==> config.mk <==
export PLATFORM = sky130hd
export DESIGN_NAME = tile_pixel_fetch
export DESIGN_NICKNAME = d
export VERILOG_FILES = /design/src/rtl/tile_pixel_fetch.sv
export SDC_FILE = /design/constraint.sdc
export NUM_CORES = 1
export LEC_CHECK = 0
export CAP_MARGIN = 15
export CORE_MARGIN = 3
export CORE_UTILIZATION = 54
export DETAILED_ROUTE_END_ITERATION = 10
export GPL_ROUTABILITY_DRIVEN = 0
export PLACE_DENSITY = 0.85
export SLEW_MARGIN = 30
export SYNTH_ARGS = -nofsm -noshare
export SYNTH_HDL_FRONTEND = slang
export SYNTH_SLANG_ARGS = --single-unit
==> constraint.sdc <==
create_clock -name clk -period 3 [get_ports clk]
set_clock_uncertainty 0.2 [all_clocks]
set_input_delay 0.3 -clock clk [delete_from_list [all_inputs] [get_ports clk]]
set_output_delay 0.3 -clock clk [all_outputs]
set_load 0.01 [all_outputs]
==> src/rtl/tile_pixel_fetch.sv <==
// Tile-map pixel source: five-stage pipeline turning display coordinates into RGB332 colours
// through an external tile-map RAM, an external font ROM and a small writable palette.
module tile_pixel_fetch #(
  parameter int unsigned H_ACTIVE      = 640,
  parameter int unsigned V_ACTIVE      = 480,
  parameter int unsigned TILES_PER_ROW = 80
) (
  input  logic        clk,
  input  logic        reset,
  input  logic        request,
  input  logic [9:0]  column,
  input  logic [9:0]  row,
  input  logic        bright,
  output logic [12:0] tile_addr,
  input  logic [7:0]  tile_data,
  output logic [8:0]  glyph_addr,
  input  logic [7:0]  glyph_data,
  input  logic        pal_we,
  input  logic [3:0]  pal_addr,
  input  logic [7:0]  pal_data,
  output logic [7:0]  color_out,
  output logic        color_valid
);

  localparam logic [9:0] LP_H_ACTIVE = 10'(H_ACTIVE);
  localparam logic [9:0] LP_V_ACTIVE = 10'(V_ACTIVE);

  logic        w_border;
  logic [5:0]  w_tile_row;
  logic [12:0] w_row_base;
  logic [12:0] w_tile_addr;
  logic        w_pix;
  logic [7:0]  w_color;

  logic [12:0] r_tile_addr;
  logic [8:0]  r_glyph_addr;
  logic [7:0]  r_color;
  logic        r_color_valid;
  logic [7:0]  r_pal [9];

  logic        r_v1, r_v2, r_v3, r_v4;
  logic [2:0]  r_col1, r_col2, r_col3, r_col4;
  logic [2:0]  r_row1, r_row2;
  logic        r_border1, r_border2, r_border3, r_border4;
  logic        r_bright1, r_bright2, r_bright3, r_bright4;
  logic [1:0]  r_pal3, r_pal4;

  assign w_border   = (column >= LP_H_ACTIVE) || (row >= LP_V_ACTIVE);
  assign w_tile_row = row[8:3];

  // The 80-tile stride reduces to two shifted adds; other strides fall back to a multiply.
  if (TILES_PER_ROW == 80) begin : g_shift
    assign w_row_base = {1'b0, w_tile_row, 6'b0} + {3'b0, w_tile_row, 4'b0};
  end else begin : g_mul
    assign w_row_base = 13'(32'(w_tile_row) * TILES_PER_ROW);
  end

  assign w_tile_addr = w_row_base + {6'b0, column[9:3]};
  assign w_pix       = glyph_data[3'd7 - r_col4];

  always_comb begin
    w_color = 8'h00;
    if (!r_bright4) begin
      w_color = 8'h00;
    end else if (r_border4) begin
      w_color = r_pal[8];
    end else if (w_pix) begin
      w_color = r_pal[{1'b0, r_pal4, 1'b0}];
    end else begin
      w_color = r_pal[{1'b0, r_pal4, 1'b1}];
    end
  end

  always_ff @(posedge clk) begin
    if (reset) begin
      r_tile_addr   <= '0;
      r_glyph_addr  <= '0;
      r_color       <= 8'h00;
      r_color_valid <= 1'b0;
      r_v1          <= 1'b0;
      r_v2          <= 1'b0;
      r_v3          <= 1'b0;
      r_v4          <= 1'b0;
      r_col1        <= '0;
      r_col2        <= '0;
      r_col3        <= '0;
      r_col4        <= '0;
      r_row1        <= '0;
      r_row2        <= '0;
      r_border1     <= 1'b0;
      r_border2     <= 1'b0;
      r_border3     <= 1'b0;
      r_border4     <= 1'b0;
      r_bright1     <= 1'b0;
      r_bright2     <= 1'b0;
      r_bright3     <= 1'b0;
      r_bright4     <= 1'b0;
      r_pal3        <= '0;
      r_pal4        <= '0;
      r_pal[0]      <= 8'hFF;
      r_pal[1]      <= 8'h00;
      r_pal[2]      <= 8'hE0;
      r_pal[3]      <= 8'h00;
      r_pal[4]      <= 8'h1C;
      r_pal[5]      <= 8'h00;
      r_pal[6]      <= 8'h03;
      r_pal[7]      <= 8'h00;
      r_pal[8]      <= 8'h00;
    end else begin
      // S1: register coordinates and issue the tile-map read
      r_v1 <= request;
      if (request) begin
        r_tile_addr <= w_border ? 13'd0 : w_tile_addr;
        r_col1      <= column[2:0];
        r_row1      <= row[2:0];
        r_border1   <= w_border;
        r_bright1   <= bright;
      end
      // S2: tile-map read in flight
      r_v2      <= r_v1;
      r_col2    <= r_col1;
      r_row2    <= r_row1;
      r_border2 <= r_border1;
      r_bright2 <= r_bright1;
      // S3: tile entry available, issue the font read
      r_v3      <= r_v2;
      if (r_v2) begin
        r_glyph_addr <= {tile_data[5:0], r_row2};
        r_pal3       <= tile_data[7:6];
      end
      r_col3    <= r_col2;
      r_border3 <= r_border2;
      r_bright3 <= r_bright2;
      // S4: font read in flight
      r_v4      <= r_v3;
      r_col4    <= r_col3;
      r_border4 <= r_border3;
      r_bright4 <= r_bright3;
      r_pal4    <= r_pal3;
      // S5: colour select against pre-edge palette contents
      r_color_valid <= r_v4;
      if (r_v4) begin
        r_color <= w_color;
      end
      if (pal_we && (pal_addr <= 4'd8)) begin
        r_pal[pal_addr] <= pal_data;
      end
    end
  end

  assign tile_addr   = r_tile_addr;
  assign glyph_addr  = r_glyph_addr;
  assign color_out   = r_color;
  assign color_valid = r_color_valid;

endmodule

==> results of run 1 <==
==> state kept, by name (all words and copies together) (netlist names), 2 cells and up, named ones only <==
| name | count |
|---|---|
| r_col3 | 3 |
| r_pal3 | 2 |
| r_col4 | 3 |
| r_col2 | 3 |
| color_out | 8 |
| r_pal | 72 |
| tile_addr | 13 |
| r_row2 | 3 |
| r_col1 | 3 |
| r_row1 | 3 |
| glyph_addr | 9 |
==> critical path, cell delays in order <==
cell	delay, ns
clkdlybuf4s50_1	0.47
inv_1	0.06
fa_1	0.54
inv_1	0.07
fa_1	0.49
a211oi_1	0.36
o21a_1	0.19
nand4bb_1	0.12
o311ai_0	0.15
==> report_power, final <==
| part | switching [mW] | leakage [nW] | internal (mW) | total [mW] |
|---|---|---|---|---|
| clock | 0.730 | 0.289 | 1.29 | 2.02 |
| combinational | 0.182 | 1.18 | 0.184 | 0.367 |
| sequential | 0.0359 | 1.22 | 2.06 | 2.09 |
| total | 0.948 | 2.70 | 3.53 | 4.48 |
==> cells by family after synthesis <==
family | count (synthesis)
AOI/OAI and AO/OA | 54
muxes | 45
DFF | 137
buffers and inverters | 30
xor gates and xnor gates | 1
and+or+nand+nor | 166
adders and majority gates | 13
==> stage by stage <==
| stage | setup slack, ns | total power [mW] | utilization, % | setup TNS (ns) |
|---|---|---|---|---|
| final | 0.419 | 4.48 | 70.8 | 0 |
| after global routing | 0.275 | 4.62 | 70.8 | 0 |
| after CTS | 0.461 | 4.49 | 70.8 | 0 |
| after detailed placement | -0.0695 | 2.48 | 65.2 | -0.0695 |
| after global placement | 0.0226 | 2.47 | 65.2 | 0 |
| after floorplan | 0.604 | 2.31 | - | 0 |
==> worst min path at each step <==
stage                       startpoint             to  slack (ns)  cells after the start
after floorplan                  reset    color_valid        0.18                      1
after global placement            r_v1           r_v2        0.22                      1
after detailed placement     r_col3[1]      r_col4[1]        0.23                      1
after CTS                       row[2]      r_row1[2]        0.18                      3
after global routing      tile_data[1]  glyph_addr[4]        0.19                      3
final                           row[2]      r_row1[2]        0.20                      3
==> layout by cell type, fill, tap and decap left out, types with 12 or more instances in the layout <==
cell type	n
nor2_1	39
buf_4	12
and2_1	57
edfxtp_1	72
dfxtp_1	65
clkbuf_16	17
mux2i_1	26
mux4_2	18
clkdlybuf4s50_1	82
nor2b_1	32
==> layer usage <==
| layer | GRT usage [%] | vias to the layer above | wire, microns | share of wire [%] |
|---|---|---|---|---|
| met2 | 39.1 | 153 | 6690 | 51 |
| met4 | 12.5 | 0 | 451 | 3.4 |
| li1 | - | 1796 | - | - |
| met1 | 30.0 | 1859 | 5090 | 39 |
| met5 | 0 | - | 0 | 0 |
| met3 | 5.70 | 32 | 856 | 6.5 |
==> area by class of cell <==
type / instances / area (sq um)
clock buffers: 24 / 492
clock inverters: 8 / 88.8
fillers: 663 / 3020
inverters: 9 / 33.8
multi-input cells: 279 / 2180
flip-flops and latches: 137 / 3460
well taps: 136 / 170
repair buffers: 95 / 916
==> metrics.txt, run 1 <==
status complete, no violations; syn_nets around 510; Area Growth Syn to Fin 27.5%; R2R cell count 4; layout cell share with drive strength beyond 1 12.5%; DRC Markers 0; max cap viols 0; Vert. Die Dim 109 microns; xor/xnor share of the synthesized area less than 1%; first-pass GRT wire length approximately 21 mm; dpl cells 656; crit path from column[9]; number of synthesized register bits roughly 140; Synth top cells by count edfxtp_1, dfxtp_1, and2_1; DP Area roughly 6800 sq um; number of clock sinks around 140; Resize count post-CTS 0; RR Endpoint color_out[7]; EDFF count, synth just over 70; CTS Hold Buffers Added 0; Die ar. between 10000 and 15000 sq um; Port Buf Inserts slightly above 80; asr flop ratio synth 0%; simple-gate share of the synthesized area ~16%; syn avg cell area 12.9 sq um; total track usage 24.0%; arrival time worst endpoint about 2.8 ns; FF-to-FF Start r_col4[1]; Final Hold Vio Count 0; fmax between 0.3 and 0.4 GHz; Synth top area share around 38%; PwrDens around 600 nW/um^2; Synth Flop Type edfxtp_1; router iterations before antenna repair 7; Layout Nets 605; initial core utilization about 56%; Synth Area in Compound Gates under 10%; clock-pin slew on the worst setup and hold paths roughly 0.060 ns; Max Slew Vio Count 0; I/O Pins between 80 and 90; CP Launch Type input pin; Final Cell Area 7350 sq um; Least-Margin Pin Slew 0.775 ns; initial antenna violation count 0; Synth area leaders edfxtp_1, dfxtp_1, mux4_2, and2_1, mux2i_1; register area share after synthesis 60.1%; Ys Warns 0; P_leak around 2.7 nW; DR vias/cell between 5 and 6; RSZ-0062 raised after global routing no; DR WL/cell between 15 and 20 microns; n_diodes 0; CP required approximately 3.2 ns; grt ovf 0; WL final 13.1 mm; chip width around 110 microns; largest family of logic cells by synthesized area simple AND/OR/NAND/NOR gates; vias in the first global route 4045; CTS buffer count 17; maximum VDD drop 305 uV; DP Wirelength 8.62 mm; CP Class in2reg; core box area 10400 sq um; CP Max Fanout 3; cells after synthesis 446; Synth Cell Area between 5000 and 6000 sq um; Period minus WS final approximately 2.6 ns; TritonCTS clock tree done; post-synthesis mux area share a little under an eighth; Worst Hold Class in2reg; clk_lat worst skew about 0.52 ns; top cell type by total area after synthesis edfxtp_1; setup violators final 0; register-to-register setup slack between 0.7 and 0.8 ns; Final Hold Slack roughly 0.20 ns; row cnt 37; htree depth 4; Post-Layout Cell Count 688; final period utilization between 80% and 90%; CP Capture Type flip-flop; via count between 3000 and 4000; Adder-Cell Fraction of Synth Area 3.08%; Max Root-Sink Buffers 2; CTS Root Cell clkbuf_8; ANT nets after route 0; Setup crit end tile_addr[11]; relative slew slack 48.2%; count leader, synth edfxtp_1; Synth cell types between 40 and 50; buffer count from post-CTS setup fixing 0; DRT iter0 DRCs between 200 and 250; largest net degree at the start of global routing slightly below 70
Power figures use the tool's default switching activity.
==> run 2: changes to the inputs <==
- CORE_UTILIZATION: 54 -> 55
- DONT_BUFFER_PORTS: not set -> 1
- MAX_ROUTING_LAYER: not set -> met4
- PLACE_DENSITY: 0.85 -> 0.76
==> run 2 against run 1 <==
Hold slack got worse by 0.16 ns. Sequential cell count did not move. Global-route usage fell by 1.6 points. Core utilization fell by 1.2 points. Clock power barely moved. Final cell count fell by 6.7%. Critical path depth fell by 1. Via count fell by 7.5%. Sequential power barely moved. Total power fell by 0.89%. Non-clock buffer count fell by 43. Wire length fell by 11%. Critical path type unchanged. Critical endpoint unchanged. Largest cell class unchanged.
==> metrics.txt, run 2 (synthesis results as in run 1) <==
DP Wirelength roughly 7.8 mm; sequential power share a little under half; I/O Pins between 80 and 90; internal power ~3.5 mW; switching pwr 0.949 mW; most frequent cells in the layout edfxtp_1, dfxtp_1, and2_1; Least-Margin Pin Slew 0.753 ns; setup violators final 0; Die ar. between 10000 and 15000 sq um; initial antenna violation count 0; HP Start column[8]; number of clock sinks 137; Max Slew Vio Count 0; clk_lat worst skew ~0.52 ns; Fill cells between 600 and 700; core box area between 9000 and 10000 sq um; final core utilization between 60 and 70%; CP Capture Type flip-flop; RSZ-0062 raised after global routing no; Area Growth Syn to Fin 20.9%; initial core utilization between 50% and 60%; slowest cell on the critical path dlygate4sd3_1; WP buf/inv 1; first-pass GRT wire length approximately 19 mm; Final Hold Slack between 0.03 and 0.04 ns; clock share of power a little under half; ANT nets after route 0; RR Endpoint color_out[2]; R2R cell count 4; DRT iter0 DRCs about 240; PwrDens between 600 and 700 nW/um^2; P_leak approximately 2.6 nW; CTS Root Cell clkbuf_8; cells along the critical path dlygate4sd3_1 -> ha_1 -> ha_1 -> fa_1 -> a211oi_1 -> o21a_1 -> nand4bb_1 -> o311ai_0; max FFs per register between 70 and 80; Top reg by flops r_pal; register-to-register setup slack ~0.95 ns; CP Max Fanout 3; Worst Hold Class in2reg; Max Root-Sink Buffers 2; chip width 108 microns; fmax ~0.42 GHz; n_diodes 0; htree depth 4; final period utilization between 70% and 80%; Final Cell Area 6960 sq um; status complete, no violations; Period minus WS final about 2.4 ns; Sw Ratio a little over a fifth; clock-pin slew on the worst setup and hold paths 0.06 ns; Port Buf Inserts 0; vias in the first global route 3731; maximum VDD drop approximately 320 uV; grt ovf 0; Crit path largest cell delay roughly 0.54 ns; Hold EP tile_addr[5]; largest net degree at the start of global routing 70; CTS buffer count 17; Resize count post-CTS 0; dpl cells roughly 570; row cnt 36; arrival time worst endpoint 2.58 ns; DP Area about 5900 sq um; CP required approximately 3.2 ns; Vert. Die Dim between 100 and 150 microns; router iterations before antenna repair 4; CP Class in2reg; hold depth 4; Post-Layout Cell Count 642; CP Launch Type input pin; DRC Markers 0; Top cell by count, worst path ha_1; TritonCTS clock tree done; max cap viols 0; total track usage between 20% and 30%; relative slew slack about half; via count around 3600; top cell family by delay on the critical path adder cells; Final Hold Vio Count 0; Layout Nets roughly 560; setup TNS 0 ns; DR WL/cell 18.1 microns; combinational share of power 6.8%; layout cell share with drive strength beyond 1 about 14%; WL final around 12 mm; DR vias/cell ~5.5; most common cell after layout, fill and taps aside edfxtp_1; FF-to-FF Start r_col4[1]
## run 2: cell count changes in the layout (fill, tap and decap cells not counted), sizes merged
cell / previous run / this run
dlygate4sd3: 0 / 43
clkbuf: 24 / 23
clkdlybuf4s50: 82 / 0
clkinv: 5 / 4
inv: 10 / 11
bufinv: 2 / 1
buf: 13 / 9
clkinvlp: 0 / 2
## run 2: stage by stage
step | setup slack (ns) | total power, mW
2_1_floorplan | 0.604 | 2.31
3_3_place_gp | 0.539 | 2.34
3_5_place_dp | 0.439 | 2.36
4_1_cts | 0.604 | 4.46
5_1_grt | 0.519 | 4.60
6_report | 0.601 | 4.44
## run 2: power groups by stage
stage | clock (mW) | sequential, mW | combinational, mW
2_1_floorplan | 0 | 2.12 | 0.191
3_3_place_gp | 0 | 2.13 | 0.213
3_5_place_dp | 0 | 2.13 | 0.222
4_1_cts | 2.06 | 2.09 | 0.302
5_1_grt | 2.16 | 2.10 | 0.336
6_report | 2.04 | 2.09 | 0.303
## run 2: cell type report
class                           count  area [sq um]  area share [%]
Clock buffer                       23           519            7.46
Inverter                            9          33.8           0.485
Clock inverter                      9          81.3            1.17
Tap cell                          133           166            2.39
Sequential cell                   137          3460            49.7
Multi-Input combinational cell    279          2180            31.3
Timing Repair Buffer               52           518            7.44
## run 2: worst min-delay path, stage by stage
cell	delay (ns)
ha_1	0.11
ha_1	0.15
a22oi_1	0.07
nor2_1	0.09
## run 2: worst max path at each step
stage / start / end / slack, ns / depth (start not counted)
6_report: row[4] / tile_addr[11] / 0.60 / 8
5_1_grt: row[4] / tile_addr[11] / 0.52 / 8
4_1_cts: row[4] / tile_addr[11] / 0.60 / 8
3_5_place_dp: column[9] / tile_addr[11] / 0.44 / 8
3_3_place_gp: column[9] / tile_addr[11] / 0.54 / 8
2_1_floorplan: column[9] / tile_addr[11] / 0.60 / 8
## run 2: what timing repair did
item / in CTS / in global routing
buffers inserted: 0 / 0
hold buffers: 44 / 0
hold endpoints to repair: 153 / 0
## run 2: layer usage
layer | vias up | GRT usage [%] | part of all wire [%]
met5 | - | - | 0
met4 | 0 | 6.58 | 1.0
met3 | 12 | 7.52 | 6.8
met2 | 96 | 36.0 | 51
met1 | 1729 | 27.3 | 41
li1 | 1715 | - | -
